===== config.mk =====
export PLATFORM = sky130hd
export DESIGN_NAME = dma_timing_sequencer_flat
export DESIGN_NICKNAME = d
export VERILOG_FILES = /design/src/rtl/dma_timing_sequencer_pkg.sv /design/src/rtl/dma_timing_sequencer_if.sv /design/src/rtl/dma_timing_sequencer_arb.sv /design/src/rtl/dma_timing_sequencer.sv /design/src/flat_wrapper.sv
export SDC_FILE = /design/constraint.sdc
export NUM_CORES = 1
export LEC_CHECK = 0
export CAP_MARGIN = 10
export CORE_MARGIN = 2
export CORE_UTILIZATION = 44
export DETAILED_ROUTE_END_ITERATION = 10
export PLACE_DENSITY = 0.9
export SLEW_MARGIN = 20
export SYNTH_ARGS = -nofsm -noshare
export SYNTH_HDL_FRONTEND = slang
export SYNTH_SLANG_ARGS = --single-unit

===== constraint.sdc =====
create_clock -name CLK -period 2.6 [get_ports CLK]
set_input_delay 0.52 -clock CLK [delete_from_list [all_inputs] [get_ports CLK]]
set_output_delay 0.52 -clock CLK [all_outputs]
set_load 0.005 [all_outputs]

===== src/rtl/dma_timing_sequencer_pkg.sv =====
// dma_timing_pkg: shared types for the DMA timing sequencer.
//   state_t    one-hot S-state encoding; stateIdx_t gives the bit position of each state
//   xfer_t     per-channel transfer type (verify / write / read)
//   svc_t      per-channel service type (demand / single / block)
//   busOut_t   registered bus/strobe outputs of the sequencer
//   MAX_NCH    largest supported channel count
package dma_timing_pkg;

   localparam int MAX_NCH = 8;

   typedef enum int unsigned {
      SI_IDX, S0_IDX, S1_IDX, S2_IDX, S3_IDX, SW_IDX, S4_IDX
   } stateIdx_t;

   // bit n set <=> state with index n (see stateIdx_t)
   typedef enum logic [6:0] {
      SI = 7'b0000001,
      S0 = 7'b0000010,
      S1 = 7'b0000100,
      S2 = 7'b0001000,
      S3 = 7'b0010000,
      SW = 7'b0100000,
      S4 = 7'b1000000
   } state_t;

   typedef enum logic [1:0] {
      XFER_VERIFY  = 2'b00,
      XFER_WRITE   = 2'b01,
      XFER_READ    = 2'b10,
      XFER_ILLEGAL = 2'b11
   } xfer_t;

   typedef enum logic [1:0] {
      SVC_DEMAND  = 2'b00,
      SVC_SINGLE  = 2'b01,
      SVC_BLOCK   = 2'b10,
      SVC_ILLEGAL = 2'b11
   } svc_t;

   typedef struct packed {
      logic hrq;
      logic aen;
      logic adstb;
      logic iorN;
      logic iowN;
      logic memrN;
      logic memwN;
      logic ldAddr;
      logic decCount;
   } busOut_t;

   localparam busOut_t IDLE_OUT = '{hrq: 1'b0, aen: 1'b0, adstb: 1'b0,
                                    iorN: 1'b1, iowN: 1'b1, memrN: 1'b1, memwN: 1'b1,
                                    ldAddr: 1'b0, decCount: 1'b0};

   // The illegal mode code behaves as verify.
   function automatic xfer_t decodeXfer(input logic [1:0] m);
      return (m == 2'b11) ? XFER_VERIFY : xfer_t'(m);
   endfunction

   // The illegal service code behaves as single.
   function automatic svc_t decodeSvc(input logic [1:0] m);
      return (m == 2'b11) ? SVC_SINGLE : svc_t'(m);
   endfunction

endpackage


===== src/rtl/dma_timing_sequencer_if.sv =====
// DMA bus handshake interface.
//   dreq / dack          per-channel request / one-hot acknowledge
//   hrq / hlda           hold request / acknowledge with the CPU
//   aen / adstb          address enable / upper-address strobe
//   ior_n iow_n memr_n memw_n   active-low bus strobes
//   eop_n_in / eop_n_out end-of-process in (external) and out (terminal count)
//   ready                slow-device ready
// master = the DMA sequencer, slave = the system side.
interface dma_timing_sequencer_if #(parameter int NCH = 4);

   logic [NCH-1:0] dreq;
   logic [NCH-1:0] dack;
   logic           hrq;
   logic           hlda;
   logic           aen;
   logic           adstb;
   logic           ior_n;
   logic           iow_n;
   logic           memr_n;
   logic           memw_n;
   logic           eop_n_in;
   logic           eop_n_out;
   logic           ready;

   modport master (
      input  dreq, hlda, eop_n_in, ready,
      output hrq, aen, adstb, dack, ior_n, iow_n, memr_n, memw_n, eop_n_out
   );

   modport slave (
      output dreq, hlda, eop_n_in, ready,
      input  hrq, aen, adstb, dack, ior_n, iow_n, memr_n, memw_n, eop_n_out
   );

endinterface


===== src/rtl/dma_timing_sequencer_arb.sv =====
// dma_prio_arbiter: picks one requesting channel.
//   CLK, RESET   clock, synchronous active-high reset
//   req          per-channel requests
//   rotate       1 = rotating priority, 0 = fixed (ch0 highest)
//   advance      pulse: the channel on lastServed finished a service
//   lastServed   channel that just finished; it becomes lowest priority
//   grant        winning channel index
//   valid        at least one request present
module dma_prio_arbiter #(
   parameter  int NCH = 4,
   localparam int CHW = $clog2(NCH)
) (
   input  logic           CLK,
   input  logic           RESET,
   input  logic [NCH-1:0] req,
   input  logic           rotate,
   input  logic           advance,
   input  logic [CHW-1:0] lastServed,
   output logic [CHW-1:0] grant,
   output logic           valid
);

   logic [CHW-1:0] rotLast;   // lowest-priority channel in rotating mode
   logic [CHW-1:0] base;      // highest-priority channel this arbitration
   logic [CHW-1:0] idxC;
   int             idx;

   // Reset value NCH-1 makes ch0 highest for the first rotating arbitration.
   always_ff @(posedge CLK) begin
      if (RESET)        rotLast <= CHW'(NCH - 1);
      else if (advance) rotLast <= lastServed;
   end

   // Scan from lowest to highest priority so the highest-priority
   // requester is the last assignment and wins.
   always_comb begin
      base  = '0;
      grant = '0;
      idx   = 0;
      idxC  = '0;
      if (rotate)
         base = (rotLast == CHW'(NCH - 1)) ? '0 : rotLast + CHW'(1);
      for (int i = NCH - 1; i >= 0; i--) begin
         idx = int'(base) + i;
         if (idx >= NCH) idx = idx - NCH;
         idxC = CHW'(idx);
         if (req[idxC]) grant = idxC;
      end
   end

   assign valid = |req;

endmodule


===== src/rtl/dma_timing_sequencer.sv =====
// dma_timing_sequencer: N-channel DMA timing/control sequencer.
//   CLK, RESET         clock, synchronous active-high reset
//   bus (master)       DREQ/DACK, HRQ/HLDA, AEN/ADSTB, bus strobes, EOP in/out, READY
//   cmd_compressed     compressed timing (S2 -> S4, no S3/SW)
//   cmd_ext_write      extended write (write strobe from S2)
//   cmd_rotate         rotating priority
//   mode_xfer/mode_svc per-channel 2-bit transfer and service modes
//   tc, addr_hi_change datapath status for the active channel
//   ld_addr, dec_count datapath strobes
//   act_ch             granted channel, valid while hrq=1
//   tc_set             one-cycle pulse setting the channel's status TC bit
// Strobes, dack, hrq, aen, adstb, ld_addr and dec_count are registered
// decodes of the next state. eop_n_out and tc_set are decoded from the
// registered state together with tc / eop_n_in of the same S4 cycle.
module dma_timing_sequencer
   import dma_timing_pkg::*;
#(
   parameter  int NCH = 4,
   localparam int CHW = $clog2(NCH)
) (
   input  logic                  CLK,
   input  logic                  RESET,
   dma_timing_sequencer_if.master bus,
   input  logic                  cmd_compressed,
   input  logic                  cmd_ext_write,
   input  logic                  cmd_rotate,
   input  logic [2*NCH-1:0]      mode_xfer,
   input  logic [2*NCH-1:0]      mode_svc,
   input  logic                  tc,
   input  logic                  addr_hi_change,
   output logic                  ld_addr,
   output logic                  dec_count,
   output logic [CHW-1:0]        act_ch,
   output logic [NCH-1:0]        tc_set
);

   state_t               state, nextState;
   logic [CHW-1:0]       actCh;
   logic [CHW-1:0]       arbGrant;
   logic                 arbValid;
   logic                 advance;
   logic                 eopHeld;    // eop_n_in seen during S1..SW, acted on in S4
   logic                 eopNow;
   logic [NCH-1:0][1:0]  xferVec, svcVec;
   xfer_t                actXfer;
   svc_t                 actSvc;
   logic [NCH-1:0]       chOneHot;
   busOut_t              outReg, nxtOut;
   logic [NCH-1:0]       dackReg, nxtDack;
   logic                 inXfer, wrPhase;

   assign xferVec  = mode_xfer;
   assign svcVec   = mode_svc;
   assign actXfer  = decodeXfer(xferVec[actCh]);
   assign actSvc   = decodeSvc(svcVec[actCh]);
   assign chOneHot = NCH'(1) << actCh;
   assign eopNow   = eopHeld | ~bus.eop_n_in;

   // Rotation advances on every end of service; fixed mode ignores it.
   assign advance = (state == S4) && (nextState == SI);

   dma_prio_arbiter #(.NCH(NCH)) uArb (
      .CLK        (CLK),
      .RESET      (RESET),
      .req        (bus.dreq),
      .rotate     (cmd_rotate),
      .advance    (advance),
      .lastServed (actCh),
      .grant      (arbGrant),
      .valid      (arbValid)
   );

   // next state
   always_comb begin
      nextState = state;
      unique case (state)
         SI: if (arbValid) nextState = S0;
         S0: begin
            if (!bus.eop_n_in) nextState = SI;
            else if (bus.hlda) nextState = S1;
         end
         S1: nextState = S2;
         S2: nextState = cmd_compressed ? S4 : S3;
         S3: nextState = bus.ready ? S4 : SW;
         SW: if (bus.ready) nextState = S4;
         S4: begin
            // tc, eop, single/hold loss and demand drop all end the service
            if (tc || eopNow || actSvc == SVC_SINGLE || !bus.hlda ||
                (actSvc == SVC_DEMAND && !bus.dreq[actCh]))
               nextState = SI;
            else
               nextState = addr_hi_change ? S1 : S2;
         end
         default: nextState = SI;
      endcase
   end

   // output decode of the next state
   always_comb begin
      nxtOut  = IDLE_OUT;
      nxtDack = '0;
      inXfer  = nextState inside {S2, S3, SW, S4};
      wrPhase = (nextState inside {S3, SW, S4}) ||
                (nextState == S2 && (cmd_compressed || cmd_ext_write));
      nxtOut.hrq      = (nextState != SI);
      nxtOut.aen      = inXfer || (nextState == S1);
      nxtOut.adstb    = (nextState == S1);
      // address latch on S1, or on S2 when a continuing transfer skips S1
      nxtOut.ldAddr   = (nextState == S1) || (state == S4 && nextState == S2);
      nxtOut.decCount = (nextState == S4);
      nxtOut.iorN     = !(inXfer  && actXfer == XFER_WRITE);
      nxtOut.memrN    = !(inXfer  && actXfer == XFER_READ);
      nxtOut.memwN    = !(wrPhase && actXfer == XFER_WRITE);
      nxtOut.iowN     = !(wrPhase && actXfer == XFER_READ);
      if (inXfer) nxtDack = chOneHot;
   end

   always_ff @(posedge CLK) begin
      if (RESET) begin
         state   <= SI;
         actCh   <= '0;
         eopHeld <= 1'b0;
         outReg  <= IDLE_OUT;
         dackReg <= '0;
      end else begin
         state   <= nextState;
         outReg  <= nxtOut;
         dackReg <= nxtDack;
         // grant frozen for the whole service
         if (state == SI && arbValid) actCh <= arbGrant;
         if (state == SI || state == S4)
            eopHeld <= 1'b0;
         else if (state != S0 && !bus.eop_n_in)
            eopHeld <= 1'b1;
      end
   end

   assign bus.hrq       = outReg.hrq;
   assign bus.aen       = outReg.aen;
   assign bus.adstb     = outReg.adstb;
   assign bus.ior_n     = outReg.iorN;
   assign bus.iow_n     = outReg.iowN;
   assign bus.memr_n    = outReg.memrN;
   assign bus.memw_n    = outReg.memwN;
   assign bus.dack      = dackReg;
   assign ld_addr       = outReg.ldAddr;
   assign dec_count     = outReg.decCount;
   assign act_ch        = actCh;

   // tc wins over eop: one tc_set pulse either way, eop_n_out only on tc
   assign bus.eop_n_out = !(state == S4 && tc);
   assign tc_set        = (state == S4 && (tc || eopNow)) ? chOneHot : '0;

endmodule


===== src/flat_wrapper.sv =====
// flat-port wrapper written by rule: the top's interface ports become plain ports
module dma_timing_sequencer_flat import dma_timing_pkg::*;
#(
   parameter  int NCH = 4,
   localparam int CHW = $clog2(NCH)
)
  (CLK, RESET, cmd_compressed, cmd_ext_write, cmd_rotate, mode_xfer, mode_svc, tc, addr_hi_change, ld_addr, dec_count, act_ch, tc_set, bus_dreq, bus_hlda, bus_eop_n_in, bus_ready, bus_hrq, bus_aen, bus_adstb, bus_dack, bus_ior_n, bus_iow_n, bus_memr_n, bus_memw_n, bus_eop_n_out);
  dma_timing_sequencer_if #(.NCH(NCH)) bus_i ();
  input  logic CLK;
  input  logic RESET;
  input  logic cmd_compressed;
  input  logic cmd_ext_write;
  input  logic cmd_rotate;
  input  logic [2*NCH-1:0] mode_xfer;
  input  logic [2*NCH-1:0] mode_svc;
  input  logic tc;
  input  logic addr_hi_change;
  output logic ld_addr;
  output logic dec_count;
  output logic [CHW-1:0] act_ch;
  output logic [NCH-1:0] tc_set;
  input wire logic [$bits(bus_i.dreq)-1:0] bus_dreq;
  input wire logic [$bits(bus_i.hlda)-1:0] bus_hlda;
  input wire logic [$bits(bus_i.eop_n_in)-1:0] bus_eop_n_in;
  input wire logic [$bits(bus_i.ready)-1:0] bus_ready;
  output wire logic [$bits(bus_i.hrq)-1:0] bus_hrq;
  output wire logic [$bits(bus_i.aen)-1:0] bus_aen;
  output wire logic [$bits(bus_i.adstb)-1:0] bus_adstb;
  output wire logic [$bits(bus_i.dack)-1:0] bus_dack;
  output wire logic [$bits(bus_i.ior_n)-1:0] bus_ior_n;
  output wire logic [$bits(bus_i.iow_n)-1:0] bus_iow_n;
  output wire logic [$bits(bus_i.memr_n)-1:0] bus_memr_n;
  output wire logic [$bits(bus_i.memw_n)-1:0] bus_memw_n;
  output wire logic [$bits(bus_i.eop_n_out)-1:0] bus_eop_n_out;
  assign bus_i.dreq = bus_dreq;
  assign bus_i.hlda = bus_hlda;
  assign bus_i.eop_n_in = bus_eop_n_in;
  assign bus_i.ready = bus_ready;
  assign bus_hrq = bus_i.hrq;
  assign bus_aen = bus_i.aen;
  assign bus_adstb = bus_i.adstb;
  assign bus_dack = bus_i.dack;
  assign bus_ior_n = bus_i.ior_n;
  assign bus_iow_n = bus_i.iow_n;
  assign bus_memr_n = bus_i.memr_n;
  assign bus_memw_n = bus_i.memw_n;
  assign bus_eop_n_out = bus_i.eop_n_out;
  dma_timing_sequencer #(.NCH(NCH)) u_core (.CLK(CLK), .RESET(RESET), .bus(bus_i), .cmd_compressed(cmd_compressed), .cmd_ext_write(cmd_ext_write), .cmd_rotate(cmd_rotate), .mode_xfer(mode_xfer), .mode_svc(mode_svc), .tc(tc), .addr_hi_change(addr_hi_change), .ld_addr(ld_addr), .dec_count(dec_count), .act_ch(act_ch), .tc_set(tc_set));
endmodule

==> impl_results.md, run 1 <==
* Ys Warns at 0
* Slew HR at 0.683
* Unrepaired setup endpoints after global routing: true
* DRT antenna net count at 0
* Die Area at 0.00364 sq mm
* #FFs+latches synth at 25
* Mean post-synth cell area at 8.63 sq um
* Final nets at 252
* Final core occ at 0.671
* Final std cell area, no fill at 0.00203 sq mm
* Clock Pin Slew Worst Setup and Hold Paths at 0.13 ns
* Most frequent cells in the layout: clkdlybuf4s50_1, nor2_1, dfxtp_1
* Busiest grt layer: met2
* Setup TNS at 0 ns
* Crit share post-route at 0.987
* Overall Power at 759 uW
* CP Launch Type: flop
* Peak supply drop at 0.193 mV
* CTS tree: built
* First-pass GRT wire length at 5.64 mm
* Detail Placement HPWL at 2.61 mm
* Cts hold-fix bufs at 0
* Cells after Synth at 162
* Critical Path Max Stage Delay at 0.56 ns
* CP max-delay cell: or4_4
* CTS root buffer: clkbuf_4
* Grt met3 use at 0.0490
* Final WL at 3.29 mm
* Internal power at 560 uW
* Initial antenna violation count at 0
* Number of distinct library cells after synthesis at 46
* Slew Viols, Final at 0
* Drt first pass iters at 4
* Antenna cell count at 0
* I/O pin cnt at 50
* Via count at 1,407
* Crit Path Category: reg2out
* DR vias/cell at 5.31
* Site Rows at 20
* Sw frac at 0.262
* Most common cell after layout, fill and taps aside: clkdlybuf4s50_1
* Pwr dens at 374 mW/mm^2
* I/O Buffers at 49
* Pin count of the biggest net entering global routing at 15
* Leak at 0.784 nW
* CP endpoint kind: output port
* Gr usage total at 0.201
* Final hold violations at 0
* Core ar. at 0.00303 sq mm
* Tightest Pin Transition at 0.475 ns
* Syn nets at 192
* Post-synth EDFFs at 0
* Worst hold-check path type: reg2reg
* Hold_ws at 0.532 ns
* Final setup violation count at 0
* Comb pwr share at 0.230
* Vias in the first global route at 1,299
* Clock H-tree levels at 1
* Layout cells sized above 1 at 0.163
* Status: completed
* Initial cell density of the core at 0.462
* Post-Syn Area at 0.00140 sq mm
* Net Switching at 199 uW
* 1st-iter DRT viols at 57
* Placed inst area at 0.00199 sq mm
* RePlAce Congestion at 0.865
* Clock sinks at 25
* Area Overhead vs Synth at 45.3%
* Global route overflow at 0
* Cells along the critical path: or4_4 > nor4_4 > buf_6 > nand2_1 > clkdlybuf4s50_1
* Max Root-Sink Buffers at 2
* Die X-Extent at 60.4 um
* GR met1 Demand/Resource at 0.269
* TritonCTS Buffers at 3
* Clock insertion delay at the later pin of the skew report at 0.31 ns
* Sequential area share after synthesis at 0.358
* DRC Markers at 0
* Final period demand of the worst path at 2.57 ns
* Primary FF master, synth: dfxtp_1
* WP data required at 2.08 ns
* Reg power frac at 0.548
* Worst EP arrival at 2.05 ns
* Ys async rst share at 0
* Layout Skew at 0.00327 ns
* Met2 usage in global routing at 0.321
* Fmax at 390 MHz
* CP max FO at 3
* Fillcell total at 258
* MaxCap Viol Count at 0
* Die H at 60.4 um
* Wire per inst at 12.4 um
* Clock power frac at 0.222
flip-flops by register name (all words and copies together), names as in the netlist:
name	flops
u_core.state	7
u_core.bus.dack	4
u_core.act_ch	2
u_core.uArb.rotLast	2
u_core.bus.adstb	1
u_core.bus.aen	1
u_core.bus.hrq	1
u_core.bus.ior_n	1
u_core.bus.iow_n	1
u_core.bus.memr_n	1
u_core.bus.memw_n	1
u_core.dec_count	1
u_core.eopHeld	1
u_core.ld_addr	1
through the flow:
stage                     cells  setup slack [ns]
after detailed placement    257           -0.0395
after floorplan             162             0.576
after CTS                   263           -0.0852
after global routing        265           -0.0532
after global placement      257           -0.0323
final                       265            0.0326
routing by layer:
metal,routed length [um],part of all wire
met5,0,0
met4,45,0.014
met3,181,0.055
met2,1540,0.47
met1,1520,0.46
path summary, 6_finish.rpt:
| kind | slack, ns | cells past startpoint | end | from |
|---|---|---|---|---|
| min reg2reg | 0.53 | 2 | u_core.eopHeld | u_core.eopHeld |
| max reg2reg | 0.53 | 5 | u_core.state[0] | u_core.act_ch[1] |
| max | 0.03 | 5 | bus_eop_n_out | u_core.state[3] |
| min | 0.53 | 2 | u_core.eopHeld | u_core.eopHeld |
logic make-up after synthesis:
logic type	after synthesis	share of synthesized area
and+or+nand+nor	74	0.302
AOI/OAI and AO/OA	36	0.190
DFF	25	0.358
buffers and inverters	17	0.0528
muxes	9	0.0913
xor gates and xnor gates	1	0.00627
critical path: cells and delay by family (launching register included):
family                 cells  cell delay (ns)
buffers and inverters      2             0.58
AND/OR/NAND/NOR            3             0.81
flip-flops                 1             0.34
final cells by class:
| cell class | instances | area [sq um] | area share |
|---|---|---|---|
| tap | 44 | 55.1 | 0.0271 |
| inverter | 7 | 26.3 | 0.0129 |
| multi-input combinational | 120 | 823 | 0.405 |
| sequential | 25 | 502 | 0.247 |
| clock buffer | 4 | 26.3 | 0.0129 |
| timing repair buffer | 65 | 598 | 0.295 |
power by group through the flow:
stage | Sequential (mW) | Combinational, mW | Clock (mW)
after CTS | 0.417 | 0.175 | 0.173
after detailed placement | 0.425 | 0.173 | 0
after global placement | 0.425 | 0.171 | 0
after floorplan | 0.415 | 0.101 | 0
after global routing | 0.419 | 0.192 | 0.184
final | 0.416 | 0.175 | 0.168
Yosys cell counts, types with 2 or more instances:
cell type / instances / area (sq um)
mux2i_1: 6 / 60.1
nor3_1: 4 / 20.0
buf_2: 5 / 25.0
a31oi_1: 3 / 18.8
clkbuf_1: 4 / 15.0
nor4_1: 5 / 31.3
a221oi_1: 2 / 17.5
dfxtp_1: 25 / 500
a21oi_1: 11 / 55.1
or3_1: 3 / 18.8
inv_1: 7 / 26.3
o21bai_1: 2 / 15.0
o21a_1: 2 / 15.0
nand3b_1: 3 / 22.5
nand2_1: 8 / 30.0
a211o_1: 2 / 17.5
nand2b_1: 6 / 37.5
mux4_2: 3 / 67.6
a31o_2: 2 / 17.5
nor2_1: 28 / 105
nor2b_1: 4 / 25.0
nand3_1: 3 / 15.0
repair_timing:
action	4_1_cts	5_1_grt
setup endpoints to repair	5	4
resized for setup	7	6
pin swaps	6	1
setup buffers	3	2
Note: power is estimated with default switching activity, not from simulation.
==> inputs of run 2 (changes only) <==
--- a/config.mk
+++ b/config.mk
@@ -7,10 +7,11 @@
 export LEC_CHECK = 0
 export CAP_MARGIN = 10
 export CORE_MARGIN = 2
-export CORE_UTILIZATION = 44
+export CORE_UTILIZATION = 45
 export DETAILED_ROUTE_END_ITERATION = 10
-export PLACE_DENSITY = 0.9
-export SLEW_MARGIN = 20
+export PLACE_DENSITY = 0.91
+export SLEW_MARGIN = 10
 export SYNTH_ARGS = -nofsm -noshare
 export SYNTH_HDL_FRONTEND = slang
+export SYNTH_HIERARCHICAL = 1
 export SYNTH_SLANG_ARGS = --single-unit
==> impl_results.md, run 2 <==
* Pre-CTS setup slack at -0.200 ns
* CP endpoint kind: output port
* RePlAce Congestion at 0.863
* Failing checks: setup timing
* Cells after Synth at 165
* Most frequent cells in the layout: clkdlybuf4s50_1, buf_4, dfxtp_1
* Post-Syn Area at 0.00143 sq mm
* DRT antenna net count at 0
* Ys Warns at 6
* Detail Placement HPWL at 3.17 mm
* Crit-path leading delay family: simple AND/OR/NAND/NOR gates
* Sequential cell area at 502 sq um
* Layout cells sized above 1 at 0.233
* Vias in the first global route at 1,488
* Gr usage total at 0.242
* Syn nets at 196
* Antenna cell count at 0
* Multi-input gate area at 873 sq um
* Biggest register: u_core/state
* Final setup violation count at 5
* Post-synth EDFFs at 0
* Ys async rst share at 0
* Core ar. at 0.00303 sq mm
* Cts hold-fix bufs at 0
* CP max FO at 4
* Worst EP arrival at 2.21 ns
* Tightest Pin Transition at 0.600 ns
* CTS root buffer: clkbuf_4
* Final nets at 268
* Slew HR at 0.597
* Primary FF master, synth: dfxtp_1
* Worst hold-check path type: reg2reg
* CP max-delay cell: or4_4
* Hold_ws at 0.582 ns
* Final WL at 4.18 mm
* Die Area at 0.00364 sq mm
* Pwr dens at 369 mW/mm^2
* #FFs+latches synth at 25
* List of most frequent post-synthesis cells: dfxtp_1, nor2_1, a21oi_1
* 1st-iter DRT viols at 67
* Wire per inst at 14.9 um
* Drt first pass iters at 4
* TritonCTS Buffers at 3
* Max reg flops at 7
* Synth top area share at 0.350
* WP data required at 2.08 ns
* DRC Markers at 0
* Crit Path Category: reg2out
* Final period demand of the worst path at 2.73 ns
* Status: finished with violations
* Site Rows at 20
* CTS tree: built
* Clock sinks at 25
* Crit path buf inv count at 1
* I/O pin cnt at 50
* Die X-Extent at 60.4 um
* Via count at 1,548
* Slew Viols, Final at 0
* # placed instances at 271
* MaxCap Viol Count at 0
* Clock H-tree levels at 1
* Max Root-Sink Buffers at 2
* Area leader, netlist: dfxtp_1
* Fmax at 366 MHz
* Crit share post-route at 1.05
* Clock insertion delay at the later pin of the skew report at 0.33 ns
* Area Overhead vs Synth at 50.5%
* Most common cell after layout, fill and taps aside: clkdlybuf4s50_1
* Mean post-synth cell area at 8.66 sq um
* Final hold violations at 0
* Number of distinct library cells after synthesis at 53
* Initial cell density of the core at 0.472
* Cells along the critical path: or4_4 > or4b_4 > or2_4 > nor3_2 > buf_2
* Area contributors post-synth: dfxtp_1, nor2_1, mux4_2, a21oi_1, a211o_1
* Critical Path Max Stage Delay at 0.53 ns
* Peak supply drop at 0.198 mV
* CP Launch Type: flop
* Unrepaired setup endpoints after global routing: true
* Global route overflow at 0
* Sequential area share after synthesis at 0.350
* I/O Buffers at 49
* Die H at 60.4 um
* Layout Cells excl Fill at 280
* Layout Skew at 0.00355 ns
* Clock Pin Slew Worst Setup and Hold Paths at 0.14 ns
* Leak at 0.887 nW
* Top-count cell post-synth: dfxtp_1
* First-pass GRT wire length at 6.46 mm
* Final WS setup at -0.131 ns
* Pin count of the biggest net entering global routing at 16
* Fillcell total at 235
* DR vias/cell at 5.53
* Initial antenna violation count at 0
run 2: cell count changes after synthesis, moves of 3 or more:
cell | previous run | this run
a31oi_1 | 3 | 0
o211ai_1 | 0 | 4
mux2i_1 | 6 | 3
a211o_1 | 2 | 5
nor2_1 | 28 | 22
nor3_1 | 4 | 7
run 2: path summary, 6_finish.rpt:
kind / from / to / slack [ns] / cells past startpoint
max: u_core/state[5] / tc_set[0] / -0.13 / 5
min: u_core/act_ch[0] / u_core/act_ch[0] / 0.58 / 2
max reg2reg: u_core/state[5] / u_core/uArb/rotLast[0] / 0.20 / 8
min reg2reg: u_core/act_ch[0] / u_core/act_ch[0] / 0.58 / 2
run 2: worst register-to-register path: cells and delay by family (launching register included):
family,cells,cell delay [ns]
AO/OA/AOI/OAI,1,0.22
AND/OR/NAND/NOR,4,1.33
buffers and inverters,3,0.40
flip-flops,1,0.35
run 2: metrics by stage:
| stage | area [sq um] | power (mW) | TNS, ns | util |
|---|---|---|---|---|
| after detailed placement | 2100 | 0.614 | -0.819 | 0.692 |
| after floorplan | 1430 | 0.508 | 0 | - |
| final | 2150 | 0.794 | -0.557 | 0.710 |
| after CTS | 2140 | 0.801 | -0.606 | 0.708 |
| after global routing | 2150 | 0.838 | -0.910 | 0.710 |
| after global placement | 2100 | 0.607 | -0.734 | 0.692 |
run 2: area by class of cell:
type	count	area share
Multi-Input combinational cell	125	0.406
Timing Repair Buffer	75	0.309
Sequential cell	25	0.233
Tap cell	44	0.0256
Inverter	7	0.0122
Clock buffer	3	0.0105
Clock inverter	1	0.00349
run 2: repair_timing:
action | CTS | global route
gates resized for setup | 24 | 0
endpoints found under the setup margin | 5 | 5
pin swaps | 5 | 1
setup buffers | 4 | 1
run 2: report_power, final:
part | switching [mW] | internal (mW) | total [mW] | leakage [nW]
combinational | 0.0815 | 0.114 | 0.196 | 0.669
sequential | 0.0173 | 0.396 | 0.413 | 0.203
clock | 0.126 | 0.0591 | 0.185 | 0.0139
total | 0.225 | 0.569 | 0.794 | 0.887
run 2: cell families after synthesis:
group / Yosys count / share of synthesized area
and+or+nand+nor: 74 / 0.291
muxes: 6 / 0.0683
AOI/OAI and AO/OA: 40 / 0.214
DFF: 25 / 0.350
adders and majority gates: 1 / 0.00876
buffers and inverters: 15 / 0.0438
xor gates and xnor gates: 4 / 0.0245
run 2: layer usage:
metal	wire length [um]	share of wire	global-route usage
met5	0	0	0
met4	91	0.022	0.124
met3	179	0.043	0.0299
met2	2250	0.54	0.439
met1	1660	0.40	0.278
